$ cat config.mk
export PLATFORM = sky130hd
export DESIGN_NAME = fifo_rd_burst
export DESIGN_NICKNAME = d
export VERILOG_FILES = /design/src/rtl/fifo_rd_burst.sv
export SDC_FILE = /design/constraint.sdc
export NUM_CORES = 1
export LEC_CHECK = 0
export ABC_AREA = 0
export ABC_CLOCK_PERIOD_IN_PS = 3840
export BUFFER_PORTS_ARGS = -buffer_cell sky130_fd_sc_hd__buf_2
export CORE_ASPECT_RATIO = 0.8
export CORE_UTILIZATION = 54
export CTS_CLUSTER_DIAMETER = 120
export DETAILED_ROUTE_END_ITERATION = 7
export PLACE_DENSITY_LB_ADDON = 0.25
export SLEW_MARGIN = 20
export SYNTH_ARGS = -nofsm -noshare
export SYNTH_HDL_FRONTEND = slang
export SYNTH_SLANG_ARGS = --single-unit
$ cat constraint.sdc
create_clock -name rd_clk -period 3.84 [get_ports rd_clk]
set_clock_uncertainty 0.1 [all_clocks]
set_input_delay 0.576 -clock rd_clk [delete_from_list [all_inputs] [get_ports rd_clk]]
set_output_delay 0.576 -clock rd_clk [all_outputs]
set_load 0.02 [all_outputs]
$ cat src/rtl/fifo_rd_burst.sv
// ---------------------------------------------------------------------------
// fifo_rd_burst
//   Read-side burst consumer for an async FIFO. It runs entirely in the read
//   clock domain. A command asks for cmd_len+1 words. The block pops exactly
//   that many words from a first-word-fall-through FIFO. It then presents
//   them on a valid/ready stream and marks the final beat with out_last.
//
//   A 2-entry skid buffer sits between the FIFO and the stream. Because of
//   it, rd_inc depends only on registered state and rd_empty, never on
//   out_ready, and the block still sustains one word per cycle.
//
// Ports
//   rd_clk, rd_rst      read clock, asynchronous active-low reset
//   rd_data, rd_empty   FIFO head word (FWFT) and empty flag
//   rd_inc              pop strobe; the FIFO advances on the edge where it is 1
//   cmd_valid/ready     burst command handshake
//   cmd_len             burst length minus one
//   out_valid/ready     output stream handshake
//   out_data, out_last  stream word and last-beat marker
//   busy                high from command accept until the last beat is taken
// ---------------------------------------------------------------------------
module fifo_rd_burst #(
    parameter int DSIZE  = 8,
    parameter int BLEN_W = 4
) (
    input  logic              rd_clk,
    input  logic              rd_rst,
    input  logic [DSIZE-1:0]  rd_data,
    input  logic              rd_empty,
    output logic              rd_inc,
    input  logic              cmd_valid,
    output logic              cmd_ready,
    input  logic [BLEN_W-1:0] cmd_len,
    output logic              out_valid,
    input  logic              out_ready,
    output logic [DSIZE-1:0]  out_data,
    output logic              out_last,
    output logic              busy
);

    typedef enum logic [1:0] {
        IDLE  = 2'd0,
        RUN   = 2'd1,
        FLUSH = 2'd2
    } state_t;

    localparam logic [BLEN_W:0] REM_ONE = (BLEN_W+1)'(1);

    state_t            state_q;
    // One bit wider than cmd_len so that a 2^BLEN_W word burst does not wrap.
    logic [BLEN_W:0]   rem_q;
    logic              busy_q;

    // Skid buffer: the head entry drives the stream and the tail entry
    // holds the second word.
    logic [1:0]        buf_cnt_q,   buf_cnt_d;
    logic [DSIZE-1:0]  head_data_q, head_data_d;
    logic              head_last_q, head_last_d;
    logic [DSIZE-1:0]  tail_data_q, tail_data_d;
    logic              tail_last_q, tail_last_d;

    logic              pop;
    logic              accept;
    logic              pop_last;

    // Pop decision uses registered state plus the FIFO flag only. Blocking on
    // buf_cnt==2 keeps the buffer from overflowing regardless of out_ready.
    assign pop      = (state_q == RUN) && !rd_empty && (rem_q != '0) &&
                      (buf_cnt_q != 2'd2);
    assign accept   = (buf_cnt_q != 2'd0) && out_ready;
    assign pop_last = (rem_q == REM_ONE);

    assign rd_inc    = pop;
    assign cmd_ready = (state_q == IDLE);
    assign out_valid = (buf_cnt_q != 2'd0);
    assign out_data  = head_data_q;
    assign out_last  = head_last_q;
    assign busy      = busy_q;

    // Skid-buffer next state.
    always_comb begin
        buf_cnt_d   = buf_cnt_q;
        head_data_d = head_data_q;
        head_last_d = head_last_q;
        tail_data_d = tail_data_q;
        tail_last_d = tail_last_q;
        case ({pop, accept})
            2'b10: begin
                // Write-only: fill the first free slot.
                if (buf_cnt_q == 2'd0) begin
                    head_data_d = rd_data;
                    head_last_d = pop_last;
                end else begin
                    tail_data_d = rd_data;
                    tail_last_d = pop_last;
                end
                buf_cnt_d = buf_cnt_q + 2'd1;
            end
            2'b01: begin
                // Read-only: shift the tail forward when one is present.
                // With a single entry the head is left as is, so no stale
                // tail data is presented.
                if (buf_cnt_q == 2'd2) begin
                    head_data_d = tail_data_q;
                    head_last_d = tail_last_q;
                end
                buf_cnt_d = buf_cnt_q - 2'd1;
            end
            2'b11: begin
                // Simultaneous pop and accept: the occupancy is unchanged.
                if (buf_cnt_q == 2'd1) begin
                    head_data_d = rd_data;
                    head_last_d = pop_last;
                end else begin
                    head_data_d = tail_data_q;
                    head_last_d = tail_last_q;
                    tail_data_d = rd_data;
                    tail_last_d = pop_last;
                end
            end
            default: begin
            end
        endcase
    end

    always_ff @(posedge rd_clk or negedge rd_rst) begin
        if (!rd_rst) begin
            buf_cnt_q   <= 2'd0;
            head_data_q <= '0;
            head_last_q <= 1'b0;
            tail_data_q <= '0;
            tail_last_q <= 1'b0;
        end else begin
            buf_cnt_q   <= buf_cnt_d;
            head_data_q <= head_data_d;
            head_last_q <= head_last_d;
            tail_data_q <= tail_data_d;
            tail_last_q <= tail_last_d;
        end
    end

    // Burst control FSM.
    always_ff @(posedge rd_clk or negedge rd_rst) begin
        if (!rd_rst) begin
            state_q <= IDLE;
            rem_q   <= '0;
            busy_q  <= 1'b0;
        end else begin
            case (state_q)
                IDLE: begin
                    if (cmd_valid) begin
                        rem_q   <= {1'b0, cmd_len} + REM_ONE;
                        state_q <= RUN;
                        busy_q  <= 1'b1;
                    end
                end
                RUN: begin
                    if (pop) begin
                        rem_q <= rem_q - REM_ONE;
                        if (pop_last) begin
                            state_q <= FLUSH;
                        end
                    end
                end
                FLUSH: begin
                    // The last-tagged word can only be the head once every
                    // earlier beat has gone, so waiting on it drains the buffer.
                    if (accept && head_last_q) begin
                        state_q <= IDLE;
                        busy_q  <= 1'b0;
                    end
                end
                default: begin
                    state_q <= IDLE;
                end
            endcase
        end
    end

endmodule

==> flow_summary.html <==
<table>
<tr><th>Metric</th><th>Value</th></tr>
<tr><th colspan="2">Run status</th></tr>
<tr><td>Outcome</td><td>complete, no violations</td></tr>
<tr><th colspan="2">Layout</th></tr>
<tr><td>Number of diodes</td><td>0</td></tr>
<tr><td>Non-filler cells, final</td><td>206</td></tr>
<tr><td>Synth-to-layout area growth</td><td>14.5%</td></tr>
<tr><td>Final net count</td><td>197</td></tr>
<tr><td>Number of inserted filler cells in the final layout</td><td>219</td></tr>
<tr><td>Final Core Density</td><td>between 60 and 70%</td></tr>
<tr><td>Ratio of cells with drive above 1 in the final layout</td><td>33.9%</td></tr>
<tr><th colspan="2">Yosys</th></tr>
<tr><td>Share of synthesized area spent on multiplexers</td><td>15.0%</td></tr>
<tr><td>Library cell with the largest summed area after synthesis</td><td>sky130_fd_sc_hd__dfrtp_1</td></tr>
<tr><td>Count of unique library cells instantiated by Yosys</td><td>33</td></tr>
<tr><td>Avg Synthesized Cell Area</td><td>11.3 µm²</td></tr>
<tr><td>Instance count of the mapped netlist</td><td>138</td></tr>
<tr><td>Ys async rst share</td><td>100%</td></tr>
<tr><td>Fraction of post-synthesis cell area in the top cell type by area</td><td>44.8%</td></tr>
<tr><td>Area share of and/or/nand/nor cells after synthesis</td><td>11.2%</td></tr>
<tr><td>Xor-xnor portion of the synthesized cell area</td><td>1.68%</td></tr>
<tr><td>Mapped Nets</td><td>166</td></tr>
<tr><td>Biggest area contributors in the synthesized netlist</td><td>sky130_fd_sc_hd__dfrtp_1 45%, sky130_fd_sc_hd__ha_1 8.8%, sky130_fd_sc_hd__mux2_4 8.6%, sky130_fd_sc_hd__mux2_2 5.8%, sky130_fd_sc_hd__a22o_1 4.5%</td></tr>
<tr><td>Compound-Gate Fraction of Synth Area</td><td>between 10% and 20%</td></tr>
<tr><td>Synthesis warning total</td><td>0</td></tr>
<tr><td>Register bit total from synthesis</td><td>28</td></tr>
<tr><td>Primary FF master, synth</td><td>sky130_fd_sc_hd__dfrtp_1</td></tr>
<tr><td>Netlist area before placement</td><td>1560 µm²</td></tr>
<tr><td>Largest family of logic cells by synthesized area</td><td>compound AO/OA/AOI/OAI gates</td></tr>
<tr><td>EDFF count, synth</td><td>0</td></tr>
<tr><td>Proportion of synthesized chip area in sequential cells</td><td>44.8%</td></tr>
<tr><td>Post-Synth Adder-Cell Area</td><td>8.80%</td></tr>
<tr><th colspan="2">Global routing</th></tr>
<tr><td>Antenna violations before repair</td><td>0</td></tr>
<tr><td>All-layer global routing usage</td><td>21.8%</td></tr>
<tr><td>Wire length of the first global-routing pass</td><td>roughly 5200 µm</td></tr>
<tr><td>Via count of the first global-routing pass</td><td>1110</td></tr>
<tr><td>Largest net degree at the start of global routing</td><td>29</td></tr>
<tr><td>Grt ovf</td><td>0</td></tr>
<tr><th colspan="2">Critical path</th></tr>
<tr><td>Required arrival time at the worst endpoint</td><td>4030 ps</td></tr>
<tr><td>Setup slack of the worst register-to-register path</td><td>890 ps</td></tr>
<tr><td>CP Cell Sequence</td><td>inv_1 &gt; ha_1 &gt; or4b_4 &gt; nand3_2 &gt; inv_1 &gt; ha_1 &gt; nor2b_1 &gt; a21oi_1 &gt; a32o_1 &gt; mux2_4</td></tr>
<tr><td>CP Capture Type</td><td>register</td></tr>
<tr><td>Setup CP Type</td><td>reg -&gt; reg</td></tr>
<tr><td>Number of cells on the critical path</td><td>10</td></tr>
<tr><td>Maximum fanout along the worst path</td><td>9</td></tr>
<tr><td>Family of cells with the greatest summed delay on the critical path</td><td>compound AO/OA/AOI/OAI gates</td></tr>
<tr><td>Worst reg2reg path startpoint</td><td>rem_q[1]$_DFFE_PN0P_</td></tr>
<tr><td>Bufs and invs on worst path</td><td>2</td></tr>
<tr><td>Endpoint of the worst setup timing path</td><td>out_last$_DFFE_PN0P_</td></tr>
<tr><td>Maximum cell stage delay along the critical path</td><td>570 ps</td></tr>
<tr><td>FF-to-FF End</td><td>out_last$_DFFE_PN0P_</td></tr>
<tr><td>Startpoint type of the worst setup path</td><td>register</td></tr>
<tr><td>CP arrival</td><td>3130 ps</td></tr>
<tr><td>Depth of the worst register-to-register path</td><td>10</td></tr>
<tr><td>Worst setup path startpoint</td><td>rem_q[1]$_DFFE_PN0P_</td></tr>
<tr><td>CP max stage cell</td><td>sky130_fd_sc_hd__a21oi_1</td></tr>
<tr><th colspan="2">Floorplanning</th></tr>
<tr><td>Area of the core region</td><td>2740 µm²</td></tr>
<tr><td>Die outline height</td><td>around 50 µm</td></tr>
<tr><td>Placement Rows</td><td>17</td></tr>
<tr><td>Boundary Pins</td><td>30</td></tr>
<tr><td>Width of the chip</td><td>62.2 µm</td></tr>
<tr><td>Die Outline Area</td><td>a little over 3000 µm²</td></tr>
<tr><td>Initial core utilization</td><td>57.0%</td></tr>
<tr><th colspan="2">Timing</th></tr>
<tr><td>Post-route worst setup slack</td><td>between 800 and 900 ps</td></tr>
<tr><td>Max-slew headroom</td><td>between 50% and 60%</td></tr>
<tr><td>Worst hold-check slack</td><td>between 100 and 150 ps</td></tr>
<tr><td>Final period demand of the worst path</td><td>2950 ps</td></tr>
<tr><td>Share of the clock period used by the worst path</td><td>76.8%</td></tr>
<tr><td>Achievable frequency</td><td>339 MHz</td></tr>
<tr><td>Number of hold violations in the final report</td><td>0</td></tr>
<tr><td>RSZ-0062 raised after global routing</td><td>false</td></tr>
<tr><td>Number of slew-limit violations in the final report</td><td>0</td></tr>
<tr><td>Total Neg Setup Slack</td><td>0 ps</td></tr>
<tr><td>Setup-failing EPs final</td><td>0</td></tr>
<tr><td>Actual slew at the worst max-slew pin</td><td>slightly above 700 ps</td></tr>
<tr><th colspan="2">CTS</th></tr>
<tr><td>CTS tree</td><td>built</td></tr>
<tr><td>Clock tree root driver cell</td><td>sky130_fd_sc_hd__clkbuf_4</td></tr>
<tr><td>Number of buffers added to fix hold violations after cts</td><td>0</td></tr>
<tr><td>Worst-path clk slew</td><td>160 ps</td></tr>
<tr><td>Clk_lat worst skew</td><td>340 ps</td></tr>
<tr><td>H-tree Lvls</td><td>1</td></tr>
<tr><td>Clock sink count</td><td>28</td></tr>
<tr><td>CTS-repair resized insts</td><td>0</td></tr>
<tr><td>Post-CTS setup-driven buffer insertion count</td><td>0</td></tr>
<tr><td>CTS Buf Count</td><td>3</td></tr>
<tr><td>Clock tree buffer depth</td><td>2</td></tr>
<tr><th colspan="2">Power</th></tr>
<tr><td>VDD IR max</td><td>~550 µV</td></tr>
<tr><td>Total power density per cell area</td><td>approximately 940 nW/µm²</td></tr>
<tr><td>Reported leakage power</td><td>0.873 nW</td></tr>
<tr><th colspan="2">Placement</th></tr>
<tr><td>Final weighted congestion of routability-driven global placement</td><td>0.831</td></tr>
<tr><td>Total half-perimeter wirelength after legalization and detailed placement</td><td>roughly 2300 µm</td></tr>
<tr><td>Worst-case setup slack after placement</td><td>956 ps</td></tr>
<tr><td>Placed instance count</td><td>202</td></tr>
<tr><td>IO buf count</td><td>29</td></tr>
<tr><th colspan="2">Detailed routing</th></tr>
<tr><td>Vias per std cell</td><td>roughly 5.6</td></tr>
<tr><td>Total number of vias</td><td>approximately 1200</td></tr>
<tr><td>Wire length per cell after detailed routing</td><td>14.7 µm</td></tr>
<tr><td>Remaining DRCs</td><td>0</td></tr>
<tr><td>Antenna viol nets, final</td><td>0</td></tr>
<tr><td>TritonRoute pass-1 iters</td><td>6</td></tr>
<tr><td>Sum of routed wire length over all layers</td><td>around 3000 µm</td></tr>
<tr><td>Drt initial violations</td><td>44</td></tr>
<tr><th colspan="2">Job</th></tr>
<tr><td>Max Cap Violations</td><td>0</td></tr>
<tr><th colspan="2">Worst hold path</th></tr>
<tr><td>Class of the most critical hold timing path</td><td>in -&gt; async</td></tr>
</table>
==> worst min-delay path by stage <==
stage | to | depth (start not counted) | start
after global routing | rem_q[3]$_DFFE_PN0P_ | 1 | rd_rst
after global placement | tail_last_q$_DFFE_PN0P_ | 2 | tail_last_q$_DFFE_PN0P_
after detailed placement | tail_last_q$_DFFE_PN0P_ | 2 | tail_last_q$_DFFE_PN0P_
after floorplan | buf_cnt_q[0]$_DFFE_PN0P_ | 0 | rd_rst
after CTS | rem_q[3]$_DFFE_PN0P_ | 1 | rd_rst
final | rem_q[3]$_DFFE_PN0P_ | 1 | rd_rst
==> layout by cell type, fill, tap and decap left out, drive strengths merged, types with 4 or more instances in the layout <==
cell	n
buf	29
o21ai	11
mux2	17
ha	11
a21oi	6
a22o	9
nor2	9
dfrtp	28
inv	9
nand3	4
nand2	7
==> logic make-up (layout without fill, tap and decap cells) <==
logic type	after synthesis	after routing
flops	28	28
compound gates	33	33
buf+inv	12	42
xor+xnor	3	3
simple gates	33	33
fa+ha+maj	11	11
mux	18	18
==> registers in the layout (all words and copies together) (netlist names) <==
name / flops
state_q: 2
tail_last_q: 1
tail_data_q: 8
busy: 1
out_data: 8
out_last: 1
buf_cnt_q: 2
rem_q: 5
==> cell type report <==
| class | instances | area [µm²] | area share [%] |
|---|---|---|---|
| clock buffers | 3 | 22.5 | 1.26 |
| multi-input cells | 98 | 811 | 45.3 |
| well taps | 38 | 47.5 | 2.66 |
| repair buffers | 29 | 145 | 8.11 |
| clock inverters | 1 | 30.0 | 1.68 |
| inverters | 9 | 33.8 | 1.89 |
| flip-flops and latches | 28 | 701 | 39.1 |
==> metrics by stage <==
| step | cell area, µm² | total power, mW |
|---|---|---|
| after floorplan | 1560 | 1.29 |
| after global placement | 1740 | 1.45 |
| after detailed placement | 1740 | 1.50 |
| after CTS | 1790 | 1.69 |
| after global routing | 1790 | 1.81 |
| final | 1790 | 1.68 |
==> cell usage after synthesis (2+ instances only) <==
master,n
sky130_fd_sc_hd__mux2_4,9
sky130_fd_sc_hd__nor2_1,9
sky130_fd_sc_hd__a22o_1,8
sky130_fd_sc_hd__nand3_1,3
sky130_fd_sc_hd__nor2b_1,3
sky130_fd_sc_hd__o21ai_0,10
sky130_fd_sc_hd__inv_1,9
sky130_fd_sc_hd__dfrtp_1,28
sky130_fd_sc_hd__a21oi_1,6
sky130_fd_sc_hd__nor3b_1,2
sky130_fd_sc_hd__nor3_1,3
sky130_fd_sc_hd__ha_1,11
sky130_fd_sc_hd__mux2_2,8
sky130_fd_sc_hd__xnor2_1,2
sky130_fd_sc_hd__nand2_1,7
sky130_fd_sc_hd__a211oi_1,2
sky130_fd_sc_hd__a31oi_1,2
==> layer usage <==
metal	GRT usage [%]	vias up	routed length, µm	part of all wire, %
li1	-	558	-	-
met1	28.0	567	1380	46
met2	37.7	24	1500	50
met3	4.55	4	109	3.6
met4	6.20	0	29	0.96
met5	0	-	0	0
==> power breakdown <==
part	total [mW]	leakage [nW]	switching, mW	internal (mW)
logic	0.944	0.512	0.500	0.445
clock network	0.197	0.0279	0.0911	0.106
registers	0.543	0.334	0.101	0.442
Power figures use the tool's default switching activity.
